[src/rtl/memctrl_nport_if.sv]
// Client request/response and byte-wide RAM/IO bus bundle for memctrl_nport.
interface memctrl_nport_if #(
  parameter int unsigned NUM_PORTS  = 2,
  parameter int unsigned ADDR_WIDTH = 32
);
  logic [NUM_PORTS-1:0]            req_valid;
  logic [NUM_PORTS-1:0]            req_wr;
  logic [NUM_PORTS*ADDR_WIDTH-1:0] req_addr;
  logic [NUM_PORTS*32-1:0]         req_data;
  logic [NUM_PORTS*3-1:0]          req_len;
  logic [NUM_PORTS-1:0]            resp_done;
  logic [31:0]                     resp_data;
  logic                            busy;
  logic                            io_buffer_full;
  logic [7:0]                      ram_din;
  logic [7:0]                      ram_dout;
  logic [ADDR_WIDTH-1:0]           ram_a;
  logic                            ram_wr;

  // Clients plus the RAM/IO side, as seen from outside the controller.
  modport master (
    output req_valid, req_wr, req_addr, req_data, req_len, io_buffer_full, ram_din,
    input  resp_done, resp_data, busy, ram_dout, ram_a, ram_wr
  );

  // The controller itself.
  modport slave (
    input  req_valid, req_wr, req_addr, req_data, req_len, io_buffer_full, ram_din,
    output resp_done, resp_data, busy, ram_dout, ram_a, ram_wr
  );
endinterface

[src/rtl/memctrl_nport.sv]
// N-port arbiter for a byte-wide RAM/IO bus; 1-4 byte little-endian transfers.
module memctrl_nport #(
  parameter int unsigned NUM_PORTS  = 2,
  parameter int unsigned ADDR_WIDTH = 32,
  parameter bit          RR_MODE    = 1'b1
) (
  input  logic           clk_in,
  input  logic           rst_n_in,
  input  logic           rdy_in,
  memctrl_nport_if.slave bus
);
  localparam int unsigned PTR_W = (NUM_PORTS > 1) ? $clog2(NUM_PORTS) : 1;
  localparam int unsigned EXT_W = (ADDR_WIDTH > 18) ? ADDR_WIDTH : 18;
  localparam int unsigned LEN_W = 3;

  typedef enum logic [1:0] {IDLE, RD, WR, DONE} state_t;

  state_t                state, state_nxt;
  logic [PTR_W-1:0]      ptr, gnt, win_idx, hi_idx, lo_idx;
  logic                  hi_found, lo_found;
  logic                  sel_wr;
  logic [ADDR_WIDTH-1:0] sel_addr;
  logic [31:0]           sel_data;
  logic [LEN_W-1:0]      sel_len;
  logic [ADDR_WIDTH-1:0] addr_q;
  logic [31:0]           data_q;
  logic [LEN_W-1:0]      len_q;
  logic [LEN_W-1:0]      cnt;
  logic [31:0]           cap;
  logic                  load, adv, capture;
  logic [LEN_W-1:0]      rd_idx;
  logic [ADDR_WIDTH-1:0] rd_addr, wr_addr;
  logic [1:0]            io_bits;
  logic                  io_stall;

  // Winner search: first valid above the pointer, else lowest valid (wraps).
  always_comb begin
    hi_found = 1'b0;
    lo_found = 1'b0;
    hi_idx   = '0;
    lo_idx   = '0;
    for (int unsigned i = 0; i < NUM_PORTS; i++) begin
      if (bus.req_valid[i]) begin
        if (RR_MODE && (32'(ptr) < i) && !hi_found) begin
          hi_found = 1'b1;
          hi_idx   = PTR_W'(i);
        end
        if (!lo_found) begin
          lo_found = 1'b1;
          lo_idx   = PTR_W'(i);
        end
      end
    end
    win_idx = hi_found ? hi_idx : lo_idx;
  end

  // Mux the winning port's request fields.
  always_comb begin
    sel_wr   = 1'b0;
    sel_addr = '0;
    sel_data = '0;
    sel_len  = '0;
    for (int unsigned i = 0; i < NUM_PORTS; i++) begin
      if (PTR_W'(i) == win_idx) begin
        sel_wr   = bus.req_wr[i];
        sel_addr = bus.req_addr[i*ADDR_WIDTH +: ADDR_WIDTH];
        sel_data = bus.req_data[i*32 +: 32];
        sel_len  = bus.req_len[i*LEN_W +: LEN_W];
      end
    end
  end

  // Byte addresses; while frozen (or on the final capture cycle) a read keeps
  // presenting the byte whose data is still outstanding so it is re-captured.
  always_comb begin
    rd_idx = cnt;
    if ((cnt != '0) && (!rdy_in || (cnt == len_q))) rd_idx = cnt - LEN_W'(1);
    rd_addr  = addr_q + ADDR_WIDTH'(rd_idx);
    wr_addr  = addr_q + ADDR_WIDTH'(cnt);
    io_bits  = 2'(EXT_W'(wr_addr) >> 16);
    io_stall = (io_bits == 2'b11) && bus.io_buffer_full;
  end

  // Next state and datapath strobes; nothing moves while rdy_in is low.
  always_comb begin
    state_nxt = state;
    load      = 1'b0;
    adv       = 1'b0;
    capture   = 1'b0;
    if (rdy_in) begin
      unique case (state)
        IDLE: begin
          if (|bus.req_valid) begin
            load      = 1'b1;
            state_nxt = (sel_len == '0) ? DONE : (sel_wr ? WR : RD);
          end
        end
        RD: begin
          adv     = (cnt != len_q);
          capture = (cnt != '0);
          if (cnt == len_q) state_nxt = DONE;
        end
        WR: begin
          if (!io_stall) begin
            adv = 1'b1;
            if (cnt == len_q - LEN_W'(1)) state_nxt = DONE;
          end
        end
        DONE:    state_nxt = IDLE;
        default: state_nxt = IDLE;
      endcase
    end
  end

  // State register.
  always_ff @(posedge clk_in or negedge rst_n_in) begin
    if (!rst_n_in) state <= IDLE;
    else           state <= state_nxt;
  end

  // Request latch, byte counter, capture register and round-robin pointer.
  always_ff @(posedge clk_in or negedge rst_n_in) begin
    if (!rst_n_in) begin
      ptr    <= PTR_W'(NUM_PORTS - 1);
      gnt    <= '0;
      addr_q <= '0;
      data_q <= '0;
      len_q  <= '0;
      cnt    <= '0;
      cap    <= '0;
    end else begin
      if (load) begin
        gnt    <= win_idx;
        if (RR_MODE) ptr <= win_idx;
        addr_q <= sel_addr;
        data_q <= sel_data;
        len_q  <= (sel_len > LEN_W'(4)) ? LEN_W'(4) : sel_len;
        cnt    <= '0;
        cap    <= '0;
      end
      if (adv) cnt <= cnt + LEN_W'(1);
      for (int unsigned k = 0; k < 4; k++) begin
        if (capture && (cnt == LEN_W'(k + 1))) cap[8*k +: 8] <= bus.ram_din;
      end
    end
  end

  // Bus and response outputs decoded from the registered state.
  always_comb begin
    bus.ram_a     = '0;
    bus.ram_dout  = '0;
    bus.ram_wr    = 1'b0;
    bus.resp_data = '0;
    bus.busy      = (state != IDLE);
    for (int unsigned i = 0; i < NUM_PORTS; i++) begin
      bus.resp_done[i] = (state == DONE) && rdy_in && (PTR_W'(i) == gnt);
    end
    unique case (state)
      RD: bus.ram_a = rd_addr;
      WR: begin
        bus.ram_a    = wr_addr;
        bus.ram_dout = 8'(data_q >> {cnt, 3'b000});
        bus.ram_wr   = rdy_in && !io_stall;
      end
      DONE:    bus.resp_data = cap;
      default: ;
    endcase
  end
endmodule

[src/flat_wrapper.sv]
// flat-port wrapper written by rule: the top's interface ports become plain ports
module memctrl_nport_flat 
#(
  parameter int unsigned NUM_PORTS  = 2,
  parameter int unsigned ADDR_WIDTH = 32,
  parameter bit          RR_MODE    = 1'b1
)
  (clk_in, rst_n_in, rdy_in, bus_req_valid, bus_req_wr, bus_req_addr, bus_req_data, bus_req_len, bus_io_buffer_full, bus_ram_din, bus_resp_done, bus_resp_data, bus_busy, bus_ram_dout, bus_ram_a, bus_ram_wr);
  memctrl_nport_if #(.NUM_PORTS(NUM_PORTS), .ADDR_WIDTH(ADDR_WIDTH)) bus_i ();
  input  logic clk_in;
  input  logic rst_n_in;
  input  logic rdy_in;
  input wire logic [$bits(bus_i.req_valid)-1:0] bus_req_valid;
  input wire logic [$bits(bus_i.req_wr)-1:0] bus_req_wr;
  input wire logic [$bits(bus_i.req_addr)-1:0] bus_req_addr;
  input wire logic [$bits(bus_i.req_data)-1:0] bus_req_data;
  input wire logic [$bits(bus_i.req_len)-1:0] bus_req_len;
  input wire logic [$bits(bus_i.io_buffer_full)-1:0] bus_io_buffer_full;
  input wire logic [$bits(bus_i.ram_din)-1:0] bus_ram_din;
  output wire logic [$bits(bus_i.resp_done)-1:0] bus_resp_done;
  output wire logic [$bits(bus_i.resp_data)-1:0] bus_resp_data;
  output wire logic [$bits(bus_i.busy)-1:0] bus_busy;
  output wire logic [$bits(bus_i.ram_dout)-1:0] bus_ram_dout;
  output wire logic [$bits(bus_i.ram_a)-1:0] bus_ram_a;
  output wire logic [$bits(bus_i.ram_wr)-1:0] bus_ram_wr;
  assign bus_i.req_valid = bus_req_valid;
  assign bus_i.req_wr = bus_req_wr;
  assign bus_i.req_addr = bus_req_addr;
  assign bus_i.req_data = bus_req_data;
  assign bus_i.req_len = bus_req_len;
  assign bus_i.io_buffer_full = bus_io_buffer_full;
  assign bus_i.ram_din = bus_ram_din;
  assign bus_resp_done = bus_i.resp_done;
  assign bus_resp_data = bus_i.resp_data;
  assign bus_busy = bus_i.busy;
  assign bus_ram_dout = bus_i.ram_dout;
  assign bus_ram_a = bus_i.ram_a;
  assign bus_ram_wr = bus_i.ram_wr;
  memctrl_nport #(.NUM_PORTS(NUM_PORTS), .ADDR_WIDTH(ADDR_WIDTH), .RR_MODE(RR_MODE)) u_core (.clk_in(clk_in), .rst_n_in(rst_n_in), .rdy_in(rdy_in), .bus(bus_i));
endmodule
[config.mk]
export PLATFORM = sky130hd
export DESIGN_NAME = memctrl_nport_flat
export DESIGN_NICKNAME = d
export VERILOG_FILES = /design/src/rtl/memctrl_nport_if.sv /design/src/rtl/memctrl_nport.sv /design/src/flat_wrapper.sv
export SDC_FILE = /design/constraint.sdc
export NUM_CORES = 1
export LEC_CHECK = 0
export BUFFER_PORTS_ARGS = -buffer_cell sky130_fd_sc_hd__buf_2
export CORE_UTILIZATION = 48
export CTS_BUF_LIST = sky130_fd_sc_hd__clkbuf_4
export DETAILED_ROUTE_END_ITERATION = 6
export PLACE_DENSITY_LB_ADDON = 0.1
export SLEW_MARGIN = 40
export SYNTH_ARGS = -nofsm -noshare
export SYNTH_HDL_FRONTEND = slang
export SYNTH_SLANG_ARGS = --single-unit
[constraint.sdc]
create_clock -name clk_in -period 3.9 [get_ports clk_in]
set_clock_uncertainty 0.2 [all_clocks]
set_input_delay 0.585 -clock clk_in [delete_from_list [all_inputs] [get_ports clk_in]]
set_output_delay 0.585 -clock clk_in [all_outputs]
set_load 0.02 [all_outputs]
# Yosys cells after proc, flatten, opt, wreduce, memory -nomap -nowiden
# Cells that the tools add are included.
dict set report word_totals {
  ff_bits 106
  input_bits 150
  output_inout_bits 76
  wordCells 97
}
dict set report classes {
  addsub 5
  magnitude_cmp 2
  n_eq_ne 15
  shift 1
  n_mux 38
  bitwise 1
  n_reduce_logical 24
}
# op count
set op_table {}
lappend op_table {{32-bit 2-to-1 mux} 4}
lappend op_table {{32-bit by 3-bit adder with 32-bit output} 2}
lappend op_table {{32-bit case mux with 2 select lines} 1}
lappend op_table {{8-bit 2-to-1 mux} 5}
lappend op_table {{32-bit by 6-bit >> shifter with 8-bit output} 1}
lappend op_table {{1-bit 2-to-1 mux} 15}
lappend op_table {{3-bit 2-to-1 mux} 5}
lappend op_table {{2-bit 2-to-1 mux} 6}
lappend op_table {{2-bit nonzero test} 6}
lappend op_table {{1-bit logical AND} 10}
lappend op_table {{2-bit case mux with 4 select lines} 1}
lappend op_table {{2-bit equality test, second input constant} 3}
lappend op_table {{3-bit by 2-bit equality test with 1-bit output, second input constant} 2}
lappend op_table {{3-bit equality test} 2}
lappend op_table {{2-bit by 1-bit != test with 1-bit output, second input constant} 3}
lappend op_table {{3-bit by 1-bit subtractor with 3-bit output, second input constant} 2}
lappend op_table {{5-bit AND reduction} 1}
lappend op_table {{3-bit by 1-bit adder with 3-bit output, second input constant} 1}
lappend op_table {{3-bit by 1-bit equality test with 1-bit output, second input constant} 1}
lappend op_table {{3-bit equality test, second input constant} 1}
lappend op_table {{3-bit greater-than comparator, second input constant} 1}
lappend op_table {{3-bit logical NOT} 1}
lappend op_table {{3-bit != test} 1}
lappend op_table {{3-bit nonzero test} 1}
lappend op_table {{9 further kinds} 10}

# Longest topological paths before layout
dict set report depth {
  word_depth 9
  depth_mapped 15
  mapped_depth_nobuf 14
}

# Worst setup path before layout
# OpenSTA, ideal clock, no wires.
dict set report synth_path {
  kind {flip-flop to output port}
  from {register u_core.cnt[0]}
  to {output bus_ram_a[22]}
  arrival_time_ns 3.697
  t_required_ns 3.115
  slack_ns -0.582
  path_stages_with_launch 16
  path_buffers 1
  path_cell_list {dfrtp_1 > buf_1 > inv_1 > ha_1 > nand2_1 > nand2_1 > xnor2_1 > ha_1 > inv_1 > fa_1 > nor2b_1 > o21ai_0 > nor3_2 > a22o_1 > a21oi_1 > a211oi_1}
}
dict set report synth_between {
  elab_chain_cells 6
  word_cells_on_any_way 9
}
# element line_no
set synth_lines {}
lappend synth_lines {{from (decl)} memctrl_nport.sv:28} ;# logic [LEN_W-1:0] cnt;
lappend synth_lines {{from (signal assigned)} memctrl_nport.sv:141} ;# if (adv) cnt <= cnt + LEN_W'(1);
lappend synth_lines {{branches (longest 5 deep; another with 32-bit by 3-bit adder with 32-bit output)} -}
lappend synth_lines {{32-bit case mux with 2 select lines (*)} memctrl_nport.sv:158} ;# unique case (state)
lappend synth_lines {{to (decl)} flat_wrapper.sv:24} ;# output wire logic [$bits(bus_i.ram_a)-1:0] bus_ram_a;
# Every way passes the cells marked *.

# Worst setup path after layout
dict set report layout_path {
  from {register u_core.len_q[2]}
  to {output bus_ram_a[16]}
}
dict set report layout_between {
  elab_chain_cells 6
}
# element line_no
set layout_lines {}
lappend layout_lines {{from (decl)} memctrl_nport.sv:27} ;# logic [LEN_W-1:0] len_q;
lappend layout_lines {{from (signal assigned)} memctrl_nport.sv:137} ;# len_q <= (sel_len > LEN_W'(4)) ? LEN_W'(4) : sel_len;
lappend layout_lines {{3-bit equality test} memctrl_nport.sv:77} ;# if ((cnt != '0) && (!rdy_in || (cnt == len_q))) rd_idx = cnt - LEN_W'(1);
lappend layout_lines {{1-bit logical OR} memctrl_nport.sv:77}
lappend layout_lines {{1-bit logical AND} memctrl_nport.sv:77}
lappend layout_lines {{3-bit 2-to-1 mux} memctrl_nport.sv:77}
lappend layout_lines {{32-bit by 3-bit adder with 32-bit output} memctrl_nport.sv:78} ;# rd_addr = addr_q + ADDR_WIDTH'(rd_idx);
lappend layout_lines {{32-bit case mux with 2 select lines} memctrl_nport.sv:158}
# Every way passes these cells.

==> flow_metrics.env <==
export IMPL_syn_inst=824
export IMPL_wl_per_cell_um=16.4
export IMPL_layout_area_overhead_vs_synth_pct=29.8
export IMPL_nFillCells=1242
export IMPL_synth_flop_cell="dfrtp_1"
export IMPL_first_iter_violations=403
export IMPL_detailed_place_hpwl_mm=14.6
export IMPL_whs_ns=0.134
export IMPL_arrival_ns=3.41
export IMPL_synthTopCellsByArea="dfrtp_1 37%, mux2i_1 9.8%, nand2_1 8.1%"
export IMPL_overflow=0
export IMPL_num_vias=7015
export IMPL_setup_slack_ns=-0.297
export IMPL_die_width_um=123
export IMPL_initial_core_util=0.501
export IMPL_coreArea_um2=14100
export IMPL_ios=226
export IMPL_multiInputGateArea_um2=4490
export IMPL_tightest_slew_ns=0.823
export IMPL_detail_route_antenna_nets=0
export IMPL_slowest_delay_ns=0.45
export IMPL_die_area_um2=15200
export IMPL_post_route_period_util=1.08
export IMPL_grt_start_max_net_pins=68
export IMPL_rrSetupSlack_ns=0.77
export IMPL_slew_headroom=0.451
export IMPL_violations="setup timing"
export IMPL_endpoint_kind="output pin"
export IMPL_max_vdd_ir_drop_v=0.000281
export IMPL_post_synth_top_count_cell="nand2_1"
export IMPL_hold_viol=0
export IMPL_slew_violations=0
export IMPL_wirelength_mm=20.2
export IMPL_final_seq_area_um2=2660
export IMPL_fmax_mhz=238
export IMPL_min_to="u_core.cap[7]$_DFFE_PN0P_"
export IMPL_async_reset_ff_frac=1.00
export IMPL_reg2regPathDepth=10
export IMPL_h_tree_depth=3
export IMPL_drc=0
export IMPL_die_h_um=123
export IMPL_clock_sinks=106
export IMPL_yosysTopAreaCellShare=0.372
export IMPL_clk_pin_slew_ns=0.18
export IMPL_cp_slowest_cell="dfrtp_1"
export IMPL_vias_per_cell=5.68
export IMPL_path_cells="xnor2_2 -> nand3_2 -> nand2_4 -> nand2_4 -> xnor2_2 -> ha_2 -> inv_2 -> fa_2 -> nor2b_4 -> o21ai_4 -> nor3_4 -> buf_4 -> xor2_1 -> nand2_1 -> a21oi_2 -> buf_6"
export IMPL_synth_area_um2=7060
export IMPL_hold_class="in2reg"
export IMPL_r2r_start="u_core.cnt[0]$_DFFE_PN0P_"
export IMPL_numCtsBuffers=9
export IMPL_antenna_found_initial=1
export IMPL_yosys_warnings=0
export IMPL_ctsRootBufferMaster="clkbuf_4"
export IMPL_final_layout_size_suffix_gt1_frac=0.350
export IMPL_grt_setup_unrepaired="true"
export IMPL_synth_top_area_cell="dfrtp_1"
export IMPL_cellPowerDensity_nw_per_um2=696
export IMPL_crit_fanout=5
export IMPL_synth_seq_cells=106
export IMPL_synth_distinct_cells=60
export IMPL_ys_seq_area_frac=0.376
export IMPL_synth_edff_count=0
export IMPL_rows=43
export IMPL_required_ns=3.12
export IMPL_first_global_vias=6150
export IMPL_leakage_nw=4.50
export IMPL_power_total_w=0.00638
export IMPL_syn_num_nets=995
export IMPL_place_ws_ns=-0.113
export IMPL_crit_buf_inv=3
export IMPL_drtPass1Iterations=6
export IMPL_start_kind="flip-flop"
export IMPL_port_buffers=225
export IMPL_setup_violations=26
export IMPL_synth_cells_most_frequent="152 x nand2_1, 105 x dfrtp_1, 97 x o21ai_0, 69 x mux2i_1, 40 x a21oi_1"
export IMPL_tritoncts="done"
export IMPL_grt_use_total=0.266
export IMPL_grt_pass1_wl_mm=31.3
export IMPL_fin_nets=1219
export IMPL_r2r_end="u_core.cnt[0]$_DFFE_PN0P_"
export IMPL_cts_buffer_depth=2
export IMPL_gp_congestion=0.899
export IMPL_period_minus_slack_ns=4.20
export IMPL_min_path_cells=3
export IMPL_path_delay_family="simple AND/OR/NAND/NOR gates"
export IMPL_avgSynthCellArea_um2=8.57
export IMPL_maxCapViolations=0
export IMPL_status="complete, but fails checks"
export IMPL_worst_hold_startpoint="bus_ram_din[7]"
export IMPL_worstSetupPathType="reg2out"
export IMPL_clkLatencyLatePin_ns=0.48
## timing repair
item,4_1_cts,5_1_grt
hold buffers,1,0
endpoints found under the hold margin,38,0
gates resized for setup,55,46
buffers inserted,12,6
pin swaps,27,35
setup endpoints to repair,30,30
## where the power goes
part / switching, W / leakage, nW / internal, W
Combinational: 0.00217 / 3.06 / 0.00161
Clock: 0.000385 / 0.0782 / 0.000201
Sequential: 0.000465 / 1.37 / 0.00154
Total: 0.00303 / 4.50 / 0.00335
## worst max path at each step
stage	slack [ns]	to	start	cells past startpoint
floorplan	0.04	bus_ram_a[22]	u_core.cnt[1]$_DFFE_PN0P_	15
global placement	-0.02	bus_ram_a[22]	u_core.cnt[0]$_DFFE_PN0P_	15
detailed placement	-0.11	bus_ram_a[22]	u_core.cnt[0]$_DFFE_PN0P_	15
CTS	-0.29	bus_ram_a[20]	u_core.cnt[0]$_DFFE_PN0P_	15
global route	-0.47	bus_ram_a[30]	u_core.len_q[0]$_DFFE_PN0P_	15
finish	-0.30	bus_ram_a[16]	u_core.len_q[2]$_DFFE_PN0P_	16
## per-stage QoR
| stage | util | TNS [ns] | cells | instance area, µm² |
|---|---|---|---|---|
| 2_1_floorplan | - | 0 | 824 | 7110 |
| 3_3_place_gp | 0.599 | -0.0499 | 1198 | 8440 |
| 3_5_place_dp | 0.600 | -0.344 | 1199 | 8460 |
| 4_1_cts | 0.634 | -3.53 | 1228 | 8930 |
| 5_1_grt | 0.650 | -8.57 | 1234 | 9160 |
| 6_report | 0.650 | -3.93 | 1234 | 9160 |
## cell type report
type,count,area share
Multi-Input combinational cell,643,0.490
Sequential cell,106,0.290
Timing Repair Buffer,268,0.171
Tap cell,180,0.0246
Clock inverter,7,0.00833
Inverter,20,0.00819
Clock buffer,9,0.00738
Antenna cell,1,0.000273
## tightest hold or removal path, delay by kind of cell
kind	cells	cell delay, ns
buf+inv	1	0.13
simple gates	2	0.10
## cell usage in the layout (no fill, tap or decap), types with 21 or more instances in the layout
cell     netlist  layout
and2_1        36      36
nor2_1        33      29
mux2i_1       69      69
dfrtp_1      105     104
nand3_1       30      27
a21oi_1       40      31
nand2_1      152     147
o21ai_0       97      90
buf_2          3     202
buf_4          1      56
and3_1        21      21
## state kept, by name (all words and copies together), names as in the netlist
name           flops
u_core.state       2
u_core.data_q     32
u_core.cap        32
u_core.gnt         1
u_core.ptr         1
u_core.len_q       3
u_core.cnt         3
u_core.addr_q     32
## routing by layer
layer / track usage / wire length, µm / part of all wire / vias up
li1: - / - / - / 3398
met1: 0.375 / 8840 / 0.44 / 3250
met2: 0.424 / 9390 / 0.47 / 325
met3: 0.0401 / 1500 / 0.074 / 42
met4: 0.0783 / 447 / 0.022 / 0
met5: 0 / 0 / 0 / -
## cells by family after synthesis
group           share of synthesized area
flops                               0.376
buf+inv                            0.0422
compound gates                      0.189
fa+ha+maj                          0.0394
simple gates                        0.210
mux                                 0.127
xor+xnor                           0.0174
No activity file was read; power rests on OpenSTA's default activity.
